--- src/rtl/dec2hex_pkg.sv ---
// dec2hex_pkg: shared types and constants for the decimal-ASCII-to-binary converter.
//   state_t    : converter FSM states (IDLE, ACCUM, DONE)
//   ASCII_ZERO : character code of '0'
//   ASCII_NINE : character code of '9'
//   MAX_DIGITS : digits accepted per conversion
//   MAX_VALUE  : saturation value of the 17-bit accumulator
package dec2hex_pkg;

   typedef enum logic [1:0] {
      IDLE  = 2'd0,
      ACCUM = 2'd1,
      DONE  = 2'd2
   } state_t;

   localparam logic [7:0]  ASCII_ZERO = 8'h30;
   localparam logic [7:0]  ASCII_NINE = 8'h39;
   localparam int          MAX_DIGITS = 5;
   localparam logic [16:0] MAX_VALUE  = 17'h0FFFF;

   function automatic logic is_ascii_digit(input logic [7:0] c);
      return (c >= ASCII_ZERO) && (c <= ASCII_NINE);
   endfunction

endpackage

--- src/rtl/dec2hex_mac10.sv ---
// mac10: combinational acc*10+digit with overflow detection and saturation.
//   acc    in  17 : running accumulator
//   digit  in   4 : decimal digit 0..9
//   result out 17 : acc*10+digit, or MAX_VALUE on overflow
//   ovf    out  1 : product exceeded 16 bits
module mac10
   import dec2hex_pkg::*;
(
   input  logic [16:0] acc,
   input  logic [3:0]  digit,
   output logic [16:0] result,
   output logic        ovf
);

   logic [19:0] acc_w;
   logic [19:0] prod;

   // acc*10 as (acc<<3)+(acc<<1), kept at 20 bits so a saturated 17'h0FFFF
   // times ten still fits and is reported as overflow again
   always_comb begin
      acc_w  = {3'b000, acc};
      prod   = (acc_w << 3) + (acc_w << 1) + {16'h0000, digit};
      ovf    = |prod[19:16];
      result = ovf ? MAX_VALUE : prod[16:0];
   end

endmodule

--- src/rtl/dec2hex.sv ---
// dec2hex: converts a stream of up to 5 ASCII decimal digits into a 16-bit value.
//   clk        in   1 : clock, posedge
//   rst        in   1 : asynchronous active-high reset
//   start      in   1 : begin conversion, sampled in IDLE only
//   ascii_data in   8 : digit character, sampled with valid in ACCUM
//   valid      in   1 : one digit per high cycle
//   hex_data   out 16 : converted value, held until the next done
//   done       out  1 : one-cycle completion pulse
//   err        out  1 : non-digit, overflow or timeout seen, held with hex_data
//   ready      out  1 : idle and able to accept start
module dec2hex
   import dec2hex_pkg::*;
#(
   parameter int TIMEOUT_CYCLES = 64
) (
   input  logic        clk,
   input  logic        rst,
   input  logic        start,
   input  logic [7:0]  ascii_data,
   input  logic        valid,
   output logic [15:0] hex_data,
   output logic        done,
   output logic        err,
   output logic        ready
);

   localparam logic [7:0] TIMEOUT  = 8'(TIMEOUT_CYCLES);
   localparam logic [2:0] LAST_CNT = 3'(MAX_DIGITS - 1);

   state_t      state;
   logic [16:0] acc;
   logic [2:0]  cnt;
   logic [7:0]  timer;
   logic        serr;

   logic        is_digit;
   logic [3:0]  digit;
   logic [16:0] mac_res;
   logic        mac_ovf;
   logic [16:0] acc_nxt;
   logic        serr_nxt;
   logic [7:0]  timer_nxt;

   mac10 u_mac10 (
      .acc    (acc),
      .digit  (digit),
      .result (mac_res),
      .ovf    (mac_ovf)
   );

   // '0'..'9' are 8'h30..8'h39, so the low nibble is the digit value
   always_comb begin
      is_digit  = is_ascii_digit(ascii_data);
      digit     = ascii_data[3:0];
      acc_nxt   = is_digit ? mac_res : acc;
      serr_nxt  = serr | ~is_digit | mac_ovf;
      timer_nxt = timer + 8'd1;
   end

   always_ff @(posedge clk or posedge rst) begin
      if (rst) begin
         state    <= IDLE;
         acc      <= '0;
         cnt      <= '0;
         timer    <= '0;
         serr     <= 1'b0;
         hex_data <= '0;
         done     <= 1'b0;
         err      <= 1'b0;
         ready    <= 1'b1;
      end else begin
         done <= 1'b0;
         case (state)
            IDLE: begin
               if (start) begin
                  state <= ACCUM;
                  acc   <= '0;
                  cnt   <= '0;
                  timer <= '0;
                  serr  <= 1'b0;
                  ready <= 1'b0;
               end
            end
            ACCUM: begin
               if (valid) begin
                  acc  <= acc_nxt;
                  serr <= serr_nxt;
                  cnt  <= cnt + 3'd1;
                  // the final digit goes straight to the output registers
                  if (cnt == LAST_CNT) begin
                     state    <= DONE;
                     hex_data <= acc_nxt[15:0];
                     err      <= serr_nxt;
                     done     <= 1'b1;
                  end
               end else if (cnt != 3'd0) begin
                  state    <= DONE;
                  hex_data <= acc[15:0];
                  err      <= serr;
                  done     <= 1'b1;
               end else begin
                  timer <= timer_nxt;
                  if (timer_nxt == TIMEOUT) begin
                     state    <= DONE;
                     acc      <= '0;
                     serr     <= 1'b1;
                     hex_data <= '0;
                     err      <= 1'b1;
                     done     <= 1'b1;
                  end
               end
            end
            DONE: begin
               state <= IDLE;
               ready <= 1'b1;
            end
            default: begin
               state <= IDLE;
               ready <= 1'b1;
            end
         endcase
      end
   end

endmodule

--- config.mk ---
export PLATFORM = sky130hd
export DESIGN_NAME = dec2hex
export DESIGN_NICKNAME = d
export VERILOG_FILES = /design/src/rtl/dec2hex_pkg.sv /design/src/rtl/dec2hex_mac10.sv /design/src/rtl/dec2hex.sv
export SDC_FILE = /design/constraint.sdc
export NUM_CORES = 1
export LEC_CHECK = 0
export ABC_AREA = 1
export ABC_CLOCK_PERIOD_IN_PS = 6650
export CORE_ASPECT_RATIO = 0.7
export CORE_MARGIN = 2
export CORE_UTILIZATION = 35
export DETAILED_ROUTE_END_ITERATION = 7
export HOLD_SLACK_MARGIN = 0.05
export PLACE_DENSITY = 0.53
export SLEW_MARGIN = 25
export SYNTH_ARGS = -nofsm -noshare
export SYNTH_HDL_FRONTEND = slang
export SYNTH_SLANG_ARGS = --single-unit
--- constraint.sdc ---
create_clock -name clk -period 6.65 [get_ports clk]
set_clock_uncertainty 0.1 [all_clocks]
set_input_delay 1.33 -clock clk [delete_from_list [all_inputs] [get_ports clk]]
set_output_delay 1.33 -clock clk [all_outputs]
set_load 0.1 [all_outputs]
; Word-level counts from Yosys, hierarchy flattened
; Cells that the tools add are included.
[classes]
n_reduce_logical = 13
muxes = 38
bitwise = 4
order_cmp = 2
n_addsub = 4
n_eq_ne = 13
[ops]
columns = op, count
row1 = $mux W17, 6
row2 = $mux W16, 4
row3 = $pmux W17 S2, 1
row4 = $mux W8, 3
row5 = $add A20 B18 Y20, 1
row6 = $add A20 B4 Y20, 1
row7 = $pmux W8 S2, 1
row8 = $mux W1, 12
row9 = $ne A3 B3 Y1 const B, 4
row10 = $mux W2, 5
row11 = $reduce_and A3 Y1, 3
row12 = $add A8 B1 Y8 const B, 1
row13 = $eq A8 B7 Y1 const B, 1
row14 = $ge A8 B6 Y1 const B, 1
row15 = $le A8 B6 Y1 const B, 1
row16 = $ne A2 B2 Y1 const B, 4
row17 = $reduce_and A4 Y1, 2
row18 = $mux W3, 2
row19 = $pmux W3 S2, 1
row20 = $reduce_bool A3 Y1, 2
row21 = $reduce_and A5 Y1, 1
row22 = $ne A4 B4 Y1 const B, 1
row23 = $pmux W1 S2, 2
row24 = $pmux W2 S2, 1
row25 = 11 further kinds, 13
[totals]
in_bits = 12
elab_cells = 84
ff_bits = 50
out_inout_bits = 19

; Longest topological paths before layout
; Gate-level depths: netlist (run 1).
[logic_depth]
ltp_word = 7
mapped_depth = 18

; By module
; From an unflattened synthesis (run 1), not the netlist that was laid out.
[hier_totals]
cells_unflattened = 629
hier_area_um2 = 4317.9
[by_module_without_submodules]
columns = module, area_per_inst_um2, seq_area_each_um2, cells_per_inst, instances
row1 = dec2hex, 2805.2, 1252.5, 393, 1
row2 = mac10, 1512.7, 0.0, 236, 1

; Worst setup path after synthesis (run 1)
; OpenSTA, ideal clock, no wires.
[synth_timing]
path_type = input-to-reg
start = input ascii_data[3]
end = register acc[1]
setup_time_ns = 0.129
path_buffers = 1
required_ns = 6.421
cell_stages = 17
path_slack_ns = 2.940
t_arrival_ns = 3.481
cell_sequence = inv_1 -> fa_1 -> inv_1 -> fa_1 -> nand3_1 -> nand3_2 -> nand2_1 -> nand2_1 -> nand2_1 -> nand2_1 -> nand2_1 -> nand2_1 -> nor2_4 -> buf_6 -> nand4_1 -> nand2_1 -> o21ai_1
[synth_between]
elab_chain_cells = 6
word_cells_on_any_way = 9
classes_between = add/sub: 1 / order compare: 2 / mux: 4 / reduce/logical: 2
[synth_rtl]
columns = element, line_no
row1 = start: declaration, dec2hex.sv:19  ; input logic [7:0] ascii_data,
row2 = $add A20 B4 Y20, dec2hex_mac10.sv:22  ; prod = (acc_w << 3) + (acc_w << 1) + {16'h0000, digit};
row3 = $reduce_or A4 Y1, dec2hex_mac10.sv:23  ; ovf = |prod[19:16];
row4 = $mux W17, dec2hex_mac10.sv:24  ; result = ovf ? MAX_VALUE : prod[16:0];
row5 = $mux W17 (*), dec2hex.sv:55  ; acc_nxt = is_digit ? mac_res : acc;
row6 = $mux W17 (*), dec2hex.sv:85  ; if (valid) begin
row7 = $pmux W17 S2 (*), dec2hex.sv:73  ; case (state)
row8 = end signal: assignment, dec2hex.sv:86  ; acc <= acc_nxt;
row9 = end: declaration, dec2hex.sv:31  ; logic [16:0] acc;
; Mark *: on every way between the ends. The rest lies on a longest branch, timed or not. The select of a mux whose other input is x is not followed.
; A chain may end at the register's enable or synchronous reset.

; Worst setup path after layout (run 1)
[layout_timing]
start = input ascii_data[3]
end = register acc[10]
; The elaborated chain is that of the path after synthesis.

==> metrics, run 1 <==
Critical Path Source ascii_data[3]; cell family with the largest share of critical-path delay simple AND/OR/NAND/NOR gates; minimum setup slack among reg-to-reg paths 3460 ps; unrepaired setup endpoints after global routing no; number of antenna violations at the first check in global routing 0; Resized cells post-CTS 0; critical path capture point acc[10]$_DFFE_PP0P_; CP Cell Sequence clkdlybuf4s50_1, inv_1, fa_1, inv_1, fa_1, nand3_1, nand3_2, nand2_1, nand2_1, nand2_1, nand2_1, nand2_1, nand2_1, nor2_4, nand4_1, nand2_1, o21ai_1; Critical Path End Type register; Slew @ Worst Pin 990 ps; max-cap check violation count 0; number of CTS-inserted buffers 5; remaining design rule violation count 0; Net count, final 658; fraction of layout cells with a size suffix above 1 0.0542; Top cell by count, worst path nand2_1; Max IR drop VDD 0.196 mV; WP buf/inv 3; pin count of the biggest net entering global routing 51; clock insertion delay at the later pin of the skew report 290 ps; Initial DRC Count 274; setup total negative slack 0 ps; worst setup path class in -> reg; yosys synthesis warning count 0; total wire length 10900 µm; EDFF count, synth 0; total setup buffers inserted after CTS 0; Root Buffer Master clkbuf_16; CTS Buffer Depth 2; Layout fillers 1144; number of top-level pins 31; area growth from synthesis to final layout 13.4%; Max Freq 0.233 GHz; post-synthesis instance area 4020 µm²; share of the yosys chip area belonging to registers 0.311; number of distinct library cell variants in the gate-level netlist after synthesis 35; n_diodes 0; min cycle time layout 4300 ps; RR Endpoint acc[10]$_DFFE_PP0P_; number of cells produced by synthesis 583; Tot Pwr 0.00180 W; clock-pin transition on the worst setup and hold timing paths 70 ps; highest fanout seen on the critical path 17; CTS H-tree lvls 2; Leak Pwr 2.36 nW; row count 32; max-slew headroom at the worst pin 0.338; non-filler instance count after layout 762; Sink Count 50; Die Y 93.7 µm; Power Density 394 nW/µm²; full die area 12400 µm²; status finished clean; Placed Cells incl. Taps 754; leftover overflow at the end of global routing 0; GRT Overall Usage 0.185; critical path data required time 6700 ps; number of input and output port buffers inserted 30; share of async-settable or async-resettable flops after synthesis 1.00; slowest stage cell on the critical path fa_1; total stage count of the critical path 17; setup violators final 0; Post-DP HPWL 7980 µm; drt pass-1 iters 5; worst-case reg-to-reg path depth 16; routed wirelength normalized by instance count 14.3 µm; per-instance average area after synthesis 6.90 µm²; count of hold-fix buffers inserted at cts 0; Die X-Extent 132 µm; Reg-to-Reg Start acc[0]$_DFFE_PP0P_; CP arrival 4350 ps; global placer's final weighted congestion 0.852; core region area 11100 µm²; net count after synthesis 633; hold path startpoint serr$_DFFE_PP0P_; nature of the critical path startpoint input pin; via count 3728; post-route fraction of the period consumed by the critical path 0.646; longest individual stage delay on the worst path 530 ps; most used flip-flop cell after synthesis dfrtp_1; max-slew violation count 0; via count normalized by instance count 4.89; initial core utilization 0.363; Detail Route Antenna Nets 0; type of the tightest min-delay check reg -> reg; final hold vios 0; wire length of the first global-routing pass 18200 µm; TritonCTS clock tree yes; via count of the first global-routing pass 3503; Yosys reg bits 50
[worst min-delay path by stage]
stage	endpoint	slack, ps	cells after the start
global placement	serr$_DFFE_PP0P_	390	2
CTS	serr$_DFFE_PP0P_	410	2
floorplan	serr$_DFFE_PP0P_	370	2
global route	err$_DFFE_PP0P_	430	2
finish	serr$_DFFE_PP0P_	420	2
detailed placement	serr$_DFFE_PP0P_	400	2
[cell type report]
class	count	area, µm²	area share
Clock buffer	7	143	0.0313
Tap cell	153	191	0.0420
Multi-Input combinational cell	431	2330	0.510
Sequential cell	50	1250	0.274
Clock inverter	1	5.00	0.00110
Timing Repair Buffer	32	315	0.0691
Inverter	88	330	0.0724
[where the power goes]
group | leakage [nW] | switching (W) | internal (W)
sequential | 0.649 | 0.0000739 | 0.000400
combinational | 1.64 | 0.000813 | 0.000253
clock | 0.0739 | 0.000110 | 0.000149
[layout by cell type (no fill, tap or decap), drive strengths merged, types with 4 or more instances in the layout]
cell type,netlist,layout
nand2,154,154
nor2,93,93
inv,86,86
dfrtp,49,49
a21oi,46,46
ha,36,36
clkdlybuf4s50,0,30
o21ai,28,28
nand3,25,25
nand4,20,20
xor2,10,10
clkbuf,6,7
o22ai,4,4
nor3,4,4
[per-stage QoR]
| step | utilization | instance area (µm²) | setup slack, ps | hold WS, ps |
|---|---|---|---|---|
| floorplan | - | 4020 | 2940 | 372 |
| global placement | 0.398 | 4420 | 2110 | 387 |
| detailed placement | 0.398 | 4420 | 2050 | 399 |
| CTS | 0.411 | 4560 | 2340 | 415 |
| global route | 0.411 | 4560 | 2090 | 429 |
| finish | 0.411 | 4560 | 2350 | 419 |
[layer usage]
layer	track usage	routed length, µm	vias up
met5	0	0	-
met4	0.0254	59	0
met3	0.0367	530	7
met2	0.268	4360	83
met1	0.288	5950	1724
li1	-	-	1914
[synth_stat cells, types with 3 or more instances]
master / instances / area share
nand2_2: 4 / 0.0062
ha_1: 36 / 0.11
nand3_1: 21 / 0.026
nor3_1: 3 / 0.0037
o21ai_0: 22 / 0.027
nand3_2: 4 / 0.010
clkbuf_1: 5 / 0.0047
nand4_1: 20 / 0.031
a21oi_2: 4 / 0.0087
nand2_1: 150 / 0.14
o21ai_1: 6 / 0.0075
inv_1: 84 / 0.078
nor2_2: 4 / 0.0062
xor2_1: 10 / 0.022
buf_6: 5 / 0.014
o22ai_1: 4 / 0.0062
dfrtp_1: 49 / 0.30
nor2_1: 87 / 0.081
a21oi_1: 42 / 0.052
[flip-flops by register name, indices dropped and copies added, names as in the netlist]
| signal | flops |
|---|---|
| ready | 1 |
| cnt | 3 |
| done | 1 |
| timer | 8 |
| hex_data | 16 |
| serr | 1 |
| state | 2 |
| err | 1 |
| acc | 17 |
[logic make-up (layout without fill, tap and decap cells)]
kind of cell,count (synthesis),in the layout,share of synthesized area
compound gates,83,83,0.115
xor+xnor,10,10,0.0218
fa+ha+maj,38,38,0.122
buf+inv,102,128,0.110
flops,50,50,0.311
simple gates,300,300,0.319
[tightest hold or removal path: cells and delay by family (launching register included)]
family,cells,cell delay [ps]
flip-flops,1,370
AND/OR/NAND/NOR,2,110
(Power assumes the default switching activity.)
==> run 2: changes to the inputs <==
Settings changed: ABC_CLOCK_PERIOD_IN_PS 6650 to 4100.
Clock period 6.65 ns to 4.1 ns, I/O delays scaled along.
==> metrics, run 2 (same netlist as run 1, synthesis figures left out) <==
routed wirelength normalized by instance count 14.7 µm (+3.1%); max-cap check violation count 0 (unchanged); area of placed instances 4470 µm² (+1.1%); Leak Pwr 2.39 nW (+1.2%); area growth from synthesis to final layout 14.6%; status finished clean; remaining design rule violation count 0 (unchanged); Detail Route Antenna Nets 0 (unchanged); Slew @ Worst Pin 980 ps (-9.19 ps); min cycle time layout 3750 ps; slowest stage cell on the critical path fa_1; Critical Path End Type register; clock insertion delay at the later pin of the skew report 290 ps (about the same); Post-DP HPWL 8360 µm (+4.8%); Power Density 641 nW/µm² (+62%); unrepaired setup endpoints after global routing no; CP arrival 3800 ps (-550 ps); number of input and output port buffers inserted 30 (unchanged); total wire length 11300 µm (+3.7%); row count 32 (unchanged); via count 3848 (+3.2%); Net count, final 663 (+0.76%); longest individual stage delay on the worst path 520 ps (about the same); worst hold margin 426 ps (+7.27 ps); wire length of the first global-routing pass 18700 µm (+3.2%); Sink Count 50 (unchanged); GRT Overall Usage 0.191 (+0.00621); drt pass-1 iters 5 (unchanged); worst setup path class in -> reg; setup total negative slack 0 ps (unchanged); setup violators final 0 (unchanged); clock-pin transition on the worst setup and hold timing paths 70 ps (about the same); max-slew headroom at the worst pin 0.344 (+0.00615); n_diodes 0 (unchanged); Resized cells post-CTS 0 (unchanged); highest fanout seen on the critical path 17 (unchanged); total setup buffers inserted after CTS 0 (unchanged); Largest register FFs 17 (unchanged); number of CTS-inserted buffers 5 (unchanged); nature of the critical path startpoint input pin; TritonCTS clock tree yes; type of the tightest min-delay check reg -> reg; Top cell by count, worst path nand2_1; critical path data required time 4150 ps (-2550 ps); via count of the first global-routing pass 3658 (+4.4%); Die Y 93.7 µm (unchanged); top flop regs acc: 17 flops, hex_data: 16 flops, timer: 8 flops; post-route fraction of the period consumed by the critical path 0.915; fraction of layout cells with a size suffix above 1 0.0603 (+0.00607); leftover overflow at the end of global routing 0 (unchanged); Max Freq 0.267 GHz; count of hold-fix buffers inserted at cts 0 (unchanged); number of top-level pins 31 (unchanged); Die X-Extent 132 µm (unchanged); CTS Buffer Depth 2 (unchanged); number of antenna violations at the first check in global routing 0 (unchanged); Max IR drop VDD 0.386 mV (+97%); max-slew violation count 0 (unchanged); pin count of the biggest net entering global routing 34 (-33%); via count normalized by instance count 5.02 (+2.5%); final design instance area without fill 4610 µm² (+1.1%); fraction of the core area covered by cells at the end of the flow 0.416 (+0.00440); Layout fillers 1148 (+0.35%); Initial DRC Count 269 (-1.8%); CP Cell Sequence clkdlybuf4s50_1, inv_1, fa_1, inv_1, ha_1, nand2_1, nor2_1, nand3_1, nand3_1, nand2_1, nand2_1, nand2_1, nand2_2, nand4_1, nand2_1, o21ai_1; Root Buffer Master clkbuf_16; global placer's final weighted congestion 0.857 (+0.53%); full die area 12400 µm² (unchanged); final hold vios 0 (unchanged); register with the most flip-flops acc; core region area 11100 µm² (unchanged); CTS H-tree lvls 2 (unchanged); commonest cells after routing, fill and taps aside nand2_1, nor2_1, inv_1; initial core utilization 0.363 (unchanged); leading cell type in the layout, fill and taps excluded nand2_1
==> run 2: cell count changes in the layout (fill, tap and decap cells not counted), sizes merged <==
cell / delta
buf: +5
clkinv: -1
clkbuf: +1
==> run 2: path summary, 6_finish.rpt <==
path | from | end | slack, ps | cells past startpoint
worst max-delay path | ascii_data[3] | acc[1]$_DFFE_PP0P_ | 350 | 16
worst min-delay path | hex_data[10]$_DFFE_PP0P_ | hex_data[10]$_DFFE_PP0P_ | 430 | 2
worst max register to register | acc[2]$_DFFE_PP0P_ | acc[1]$_DFFE_PP0P_ | 950 | 15
worst min register to register | hex_data[10]$_DFFE_PP0P_ | hex_data[10]$_DFFE_PP0P_ | 430 | 2
max in group asynchronous | rst | ready$_DFFE_PP1P_ | 2290 | 3
min in group asynchronous | rst | done$_DFF_PP0_ | 870 | 2
==> run 2: critical path, delay by kind of cell <==
kind                       cells  cell delay (ps)
and+or+nand+nor               10             1470
adders and majority gates      2              820
AOI/OAI and AO/OA              1               60
buffers and inverters          3              590
==> run 2: per-layer routing <==
layer / routed length, µm / up-vias / GRT usage
met5: 0 / - / 0
met1: 6040 / 1802 / 0.296
li1: - / 1926 / -
met2: 4580 / 116 / 0.279
met3: 640 / 4 / 0.0345
met4: 50 / 0 / 0.0317
==> run 2: stage by stage <==
step / cells / setup slack, ps / total power (W)
3_3_place_gp: 759 / 161 / 0.00253
3_5_place_dp: 759 / 117 / 0.00253
2_1_floorplan: 583 / 900 / 0.00210
4_1_cts: 767 / 419 / 0.00296
5_1_grt: 767 / 138 / 0.00313
6_report: 767 / 350 / 0.00295
==> run 2: area by class of cell <==
type                            count  area, µm²  area share
Multi-Input combinational cell    431       2330       0.504
Sequential cell                    50       1250       0.272
Timing Repair Buffer               37        365      0.0792
Inverter                           88        330      0.0716
Tap cell                          153        191      0.0415
Clock buffer                        8        146      0.0317
==> run 2: power breakdown <==
| group | internal (W) | switching (W) | leakage (nW) | total (W) |
|---|---|---|---|---|
| Sequential | 0.000649 | 0.000127 | 0.649 | 0.000775 |
| Combinational | 0.000428 | 0.00132 | 1.67 | 0.00175 |
| Clock | 0.000244 | 0.000182 | 0.0712 | 0.000426 |
==> run 3: changes to the inputs <==
Settings changed: ABC_CLOCK_PERIOD_IN_PS 4100 to 4000.
Clock period 4.1 ns to 4 ns, I/O delays scaled along.
==> metrics, run 3 (same netlist as run 1, synthesis figures left out) <==
Net count, final 665 (+0.30%); TritonCTS clock tree yes; slowest stage cell on the critical path fa_1; full die area 12400 µm² (unchanged); Resized cells post-CTS 0 (unchanged); wire length of the first global-routing pass 18700 µm (-0.41%); Reg-to-Reg Start acc[0]$_DFFE_PP0P_; Largest register FFs 17 (unchanged); wire length on met2 4450 µm (-2.7%); leftover overflow at the end of global routing 0 (unchanged); highest fanout seen on the critical path 17 (unchanged); type of the tightest min-delay check reg -> reg; Max Freq 0.278 GHz; number of antenna violations at the first check in global routing 0 (unchanged); Min-Delay Endpoint serr$_DFFE_PP0P_; hold path startpoint serr$_DFFE_PP0P_; via count of the first global-routing pass 3693 (+0.96%); fraction of the core area covered by cells at the end of the flow 0.418 (+0.00259); remaining design rule violation count 0 (unchanged); Critical Path End Type register; critical path data required time 4040 ps (-110 ps); final design instance area without fill 4640 µm² (+0.62%); Die X-Extent 132 µm (unchanged); commonest cells after routing, fill and taps aside nand2_1, nor2_1, inv_1; via count 3843 (-0.13%); highest signal layer in the routed design met4; final hold vios 0 (unchanged); leading cell type in the layout, fill and taps excluded nand2_1; count of hold-fix buffers inserted at cts 0 (unchanged); Top cell by count, worst path nand2_1; minimum setup slack among reg-to-reg paths 970 ps (+20 ps); global placer's final weighted congestion 0.878 (+2.5%); pin count of the biggest net entering global routing 33 (-2.9%); core region area 11100 µm² (unchanged); routed wirelength normalized by instance count 14.7 µm (-0.16%); Sink Count 50 (unchanged); worst-case reg-to-reg path depth 14 (-1); status finished clean; setup violators final 0 (unchanged); Slew @ Worst Pin 988 ps (+7.74 ps); total wire length 11300 µm (about the same); CP arrival 3640 ps (-160 ps); Detail Route Antenna Nets 0 (unchanged); max-slew violation count 0 (unchanged); setup total negative slack 0 ps (unchanged); Power Density 654 nW/µm² (+2.0%); number of input and output port buffers inserted 30 (unchanged); post-route fraction of the period consumed by the critical path 0.900; area growth from synthesis to final layout 15.4%; RR Endpoint acc[15]$_DFFE_PP0P_; number of CTS-inserted buffers 5 (unchanged); DR WL met3 572 µm (-11%); longest individual stage delay on the worst path 530 ps (about the same); Initial DRC Count 248 (-7.8%); drt pass-1 iters 5 (unchanged); CTS Buffer Depth 2 (unchanged); WP buf/inv 3 (unchanged); fraction of layout cells with a size suffix above 1 0.0649 (+0.00467); nature of the critical path startpoint input pin; clock insertion delay at the later pin of the skew report 290 ps (about the same); max-cap check violation count 0 (unchanged); Die Y 93.7 µm (unchanged); number of top-level pins 31 (unchanged); Max IR drop VDD 0.436 mV (+13%); Root Buffer Master clkbuf_16; cell family with the largest share of critical-path delay simple AND/OR/NAND/NOR gates; total setup buffers inserted after CTS 0 (unchanged); register with the most flip-flops acc; worst setup path class in -> reg; via count normalized by instance count 5.00 (-0.39%); Leak Pwr 2.41 nW (+0.77%); n_diodes 0 (unchanged); clock-pin transition on the worst setup and hold timing paths 70 ps (about the same); top flop regs acc: 17 flops, hex_data: 16 flops, timer: 8 flops; area of placed instances 4490 µm² (+0.62%); min cycle time layout 3600 ps; GRT Overall Usage 0.191 (-0.000427); initial core utilization 0.363 (unchanged); Post-DP HPWL 8390 µm (+0.35%); unrepaired setup endpoints after global routing no; CP Cell Sequence clkdlybuf4s50_1, inv_1, fa_1, inv_1, fa_1, nand3_1, nand3_2, nand2_1, nand2_1, nand3b_1, nand3_1, nand2_2, nand4_1, nand2_1, o21ai_0; max-slew headroom at the worst pin 0.339 (-0.00518); CTS H-tree lvls 2 (unchanged); sum of routed wire segments on met1 6110 µm (+1.2%); depth of the worst hold-timing path 2 (unchanged); row count 32 (unchanged)
## run 3: per-layer routing
layer,up-vias,GRT usage
li1,1941,-
met1,1786,0.288
met4,0,0.0389
met3,15,0.0378
met2,101,0.282
met5,-,0
## run 3: per-stage QoR
| step | cells | setup slack (ps) | power (W) | hold WS, ps |
|---|---|---|---|---|
| 2_1_floorplan | 583 | 820 | 0.00215 | 372 |
| 4_1_cts | 769 | 404 | 0.00304 | 408 |
| 3_3_place_gp | 761 | 178 | 0.00259 | 389 |
| 3_5_place_dp | 761 | 110 | 0.00260 | 392 |
| 5_1_grt | 769 | 107 | 0.00321 | 437 |
| 6_report | 769 | 398 | 0.00303 | 409 |
## run 3: power by group
part	internal, W	switching (W)	leakage, nW
logic	0.000441	0.00136	1.68
registers	0.000665	0.000127	0.649
clock network	0.000249	0.000191	0.0739
## run 3: how the worst max path moves through the flow
| stage | cells past startpoint | to | from |
|---|---|---|---|
| global placement | 15 | acc[6]$_DFFE_PP0P_ | ascii_data[3] |
| finish | 15 | acc[15]$_DFFE_PP0P_ | ascii_data[3] |
| floorplan | 17 | acc[1]$_DFFE_PP0P_ | ascii_data[3] |
| detailed placement | 15 | acc[15]$_DFFE_PP0P_ | ascii_data[3] |
| CTS | 15 | acc[15]$_DFFE_PP0P_ | ascii_data[3] |
| global route | 16 | acc[6]$_DFFE_PP0P_ | ascii_data[3] |
## run 3: layout make-up
class,instances,area [µm²]
sequential,50,1250
clock inverter,1,5.00
timing repair buffer,39,393
inverter,88,330
tap,153,191
multi-input combinational,431,2330
clock buffer,7,143
fill,1155,6450
## run 3: worst register-to-register path, cell delays in order, from the launching register on
cell and delay (ps):
dfrtp_1 380, inv_1 110, fa_1 520, inv_1 70, fa_1 440, nand3_1 110
nand3_2 110, nand2_1 80, nand2_1 80, nand3b_1 110, nand3_1 90, nand2_2 320
nand4_1 170, nand2_1 110, o21ai_0 80
==> edit: new RTL, config.mk and constraints of run 2 <==
Reset style: synchronous (`rst`), changed in one clocked block. Comments in the files are not updated.
--- a/src/rtl/dec2hex.sv
+++ b/src/rtl/dec2hex.sv
@@ -57,7 +57,7 @@
       timer_nxt = timer + 8'd1;
    end
 
-   always_ff @(posedge clk or posedge rst) begin
+   always_ff @(posedge clk) begin
       if (rst) begin
          state    <= IDLE;
          acc      <= '0;
Check against the original RTL: differs if rst is asserted again (counterexample within 4 cycles, from zero or initial values and one cycle with rst high); with rst held inactive, the same outputs for 4 cycles.
==> edit against run 2 <==
  * Wire length down 0.41%
  * Sequential cell count unchanged
  * Design area shrank 2.4%
  * Synthesized cell count rose by 3.4%
  * First-iteration DRC count did not move
  * Synthesized area decreased by 1.9%
  * Setup slack improved by 160 ps
  * Maximum frequency increased by 4.4%
Power is not compared: it rests on default switching activity, and its combinational part moved more than twofold at a synthesized area within 25%.
==> edit: results (changes against run 2) <==
| Metric | Value |
|---|---|
| Outcome | `finished, final reports clean` |
| Register area share after synthesis | `25.4% (-5.8 points)` |
| Share of cells above drive strength 1 | `7.51% (+1.5 points)` |
| Reg2Reg Launch Point | `acc[0]$_SDFFE_PP0P_` |
| Post-synth top cells | `147 x nand2_1, 76 x nor2_1, 69 x inv_1, 66 x a21oi_1, 50 x dfxtp_1` |
| Met3 Use GR | `3.18% (-0.27 points)` |
| Crit path max-delay family | `adder cells` |
| Hold EP | `timer[6]$_SDFFE_PP0P_` |
| Worst endpoint data arrival time | `3670 ps (-130 ps)` |
| Post-layout util | `40.9% (-0.70 points)` |
| Fin nets | `677 (+2.1%)` |
| HPWL Detailed | `8260 um (-1.2%)` |
| Dpl ws | `231 ps (+114 ps)` |
| Mapped Nets | `653 (+3.2%)` |
| Via/cell ratio | `5.04 (+0.38%)` |
| Met1 usage | `30.7% (+1.1 points)` |
| R2R depth | `17 (+2)` |
| Final std cells w/o fill | `779 (+1.6%)` |
| R2R setup slack | `1120 ps (+170 ps)` |
| Detailed-route wire length per cell | `14.5 um (-1.9%)` |
| Gate count of the mapped netlist | `603 (+3.4%)` |
| RR Endpoint | `err$_SDFFE_PP0P_` |
| Global Route Usage Sum | `19.3% (+0.15 points)` |
| Worst hold start | `timer[6]$_SDFFE_PP0P_` |
| Netlist cell types | `39 (+11%)` |
| Top post-synthesis cells by area | `dfxtp_1 25%, nand2_1 14%, ha_1 11%` |
| DP Area | `0.00436 mm^2 (-2.3%)` |
| Largest net degree at the start of global routing | `29 (-15%)` |
| First-pass GRT wire length | `18300 um (-2.3%)` |
| Placer Congestion | `0.846 (-1.3%)` |
| Vias in the first global route | `3579 (-2.2%)` |
## edit: area by class of cell
cell class                 instances  area share [%]
multi-input combinational        462            56.4
clock buffer                       6            3.09
tap                              153            4.25
inverter                          73            6.20
timing repair buffer              35            7.78
sequential                        50            22.2
## edit: worst max-delay path by stage
stage	startpoint	end	slack [ps]
floorplan	ascii_data[3]	acc[0]$_SDFFE_PP0P_	890
global placement	ascii_data[3]	err$_SDFFE_PP0P_	200
detailed placement	ascii_data[3]	err$_SDFFE_PP0P_	230
CTS	ascii_data[3]	acc[10]$_SDFFE_PP0P_	520
global route	ascii_data[3]	err$_SDFFE_PP0P_	200
finish	ascii_data[3]	err$_SDFFE_PP0P_	510
## edit: cell families after synthesis
kind of cell    share of synthesized area [%]
compound gates                           14.8
simple gates                             34.7
xor+xnor                                 2.44
flops                                    25.4
buf+inv                                  10.3
fa+ha+maj                                12.4
## edit: tightest hold or removal path: cells and delay by family, from the launching register on
kind | cells | cell delay, ps
flops | 1 | 310
simple gates | 1 | 60
compound gates | 1 | 50
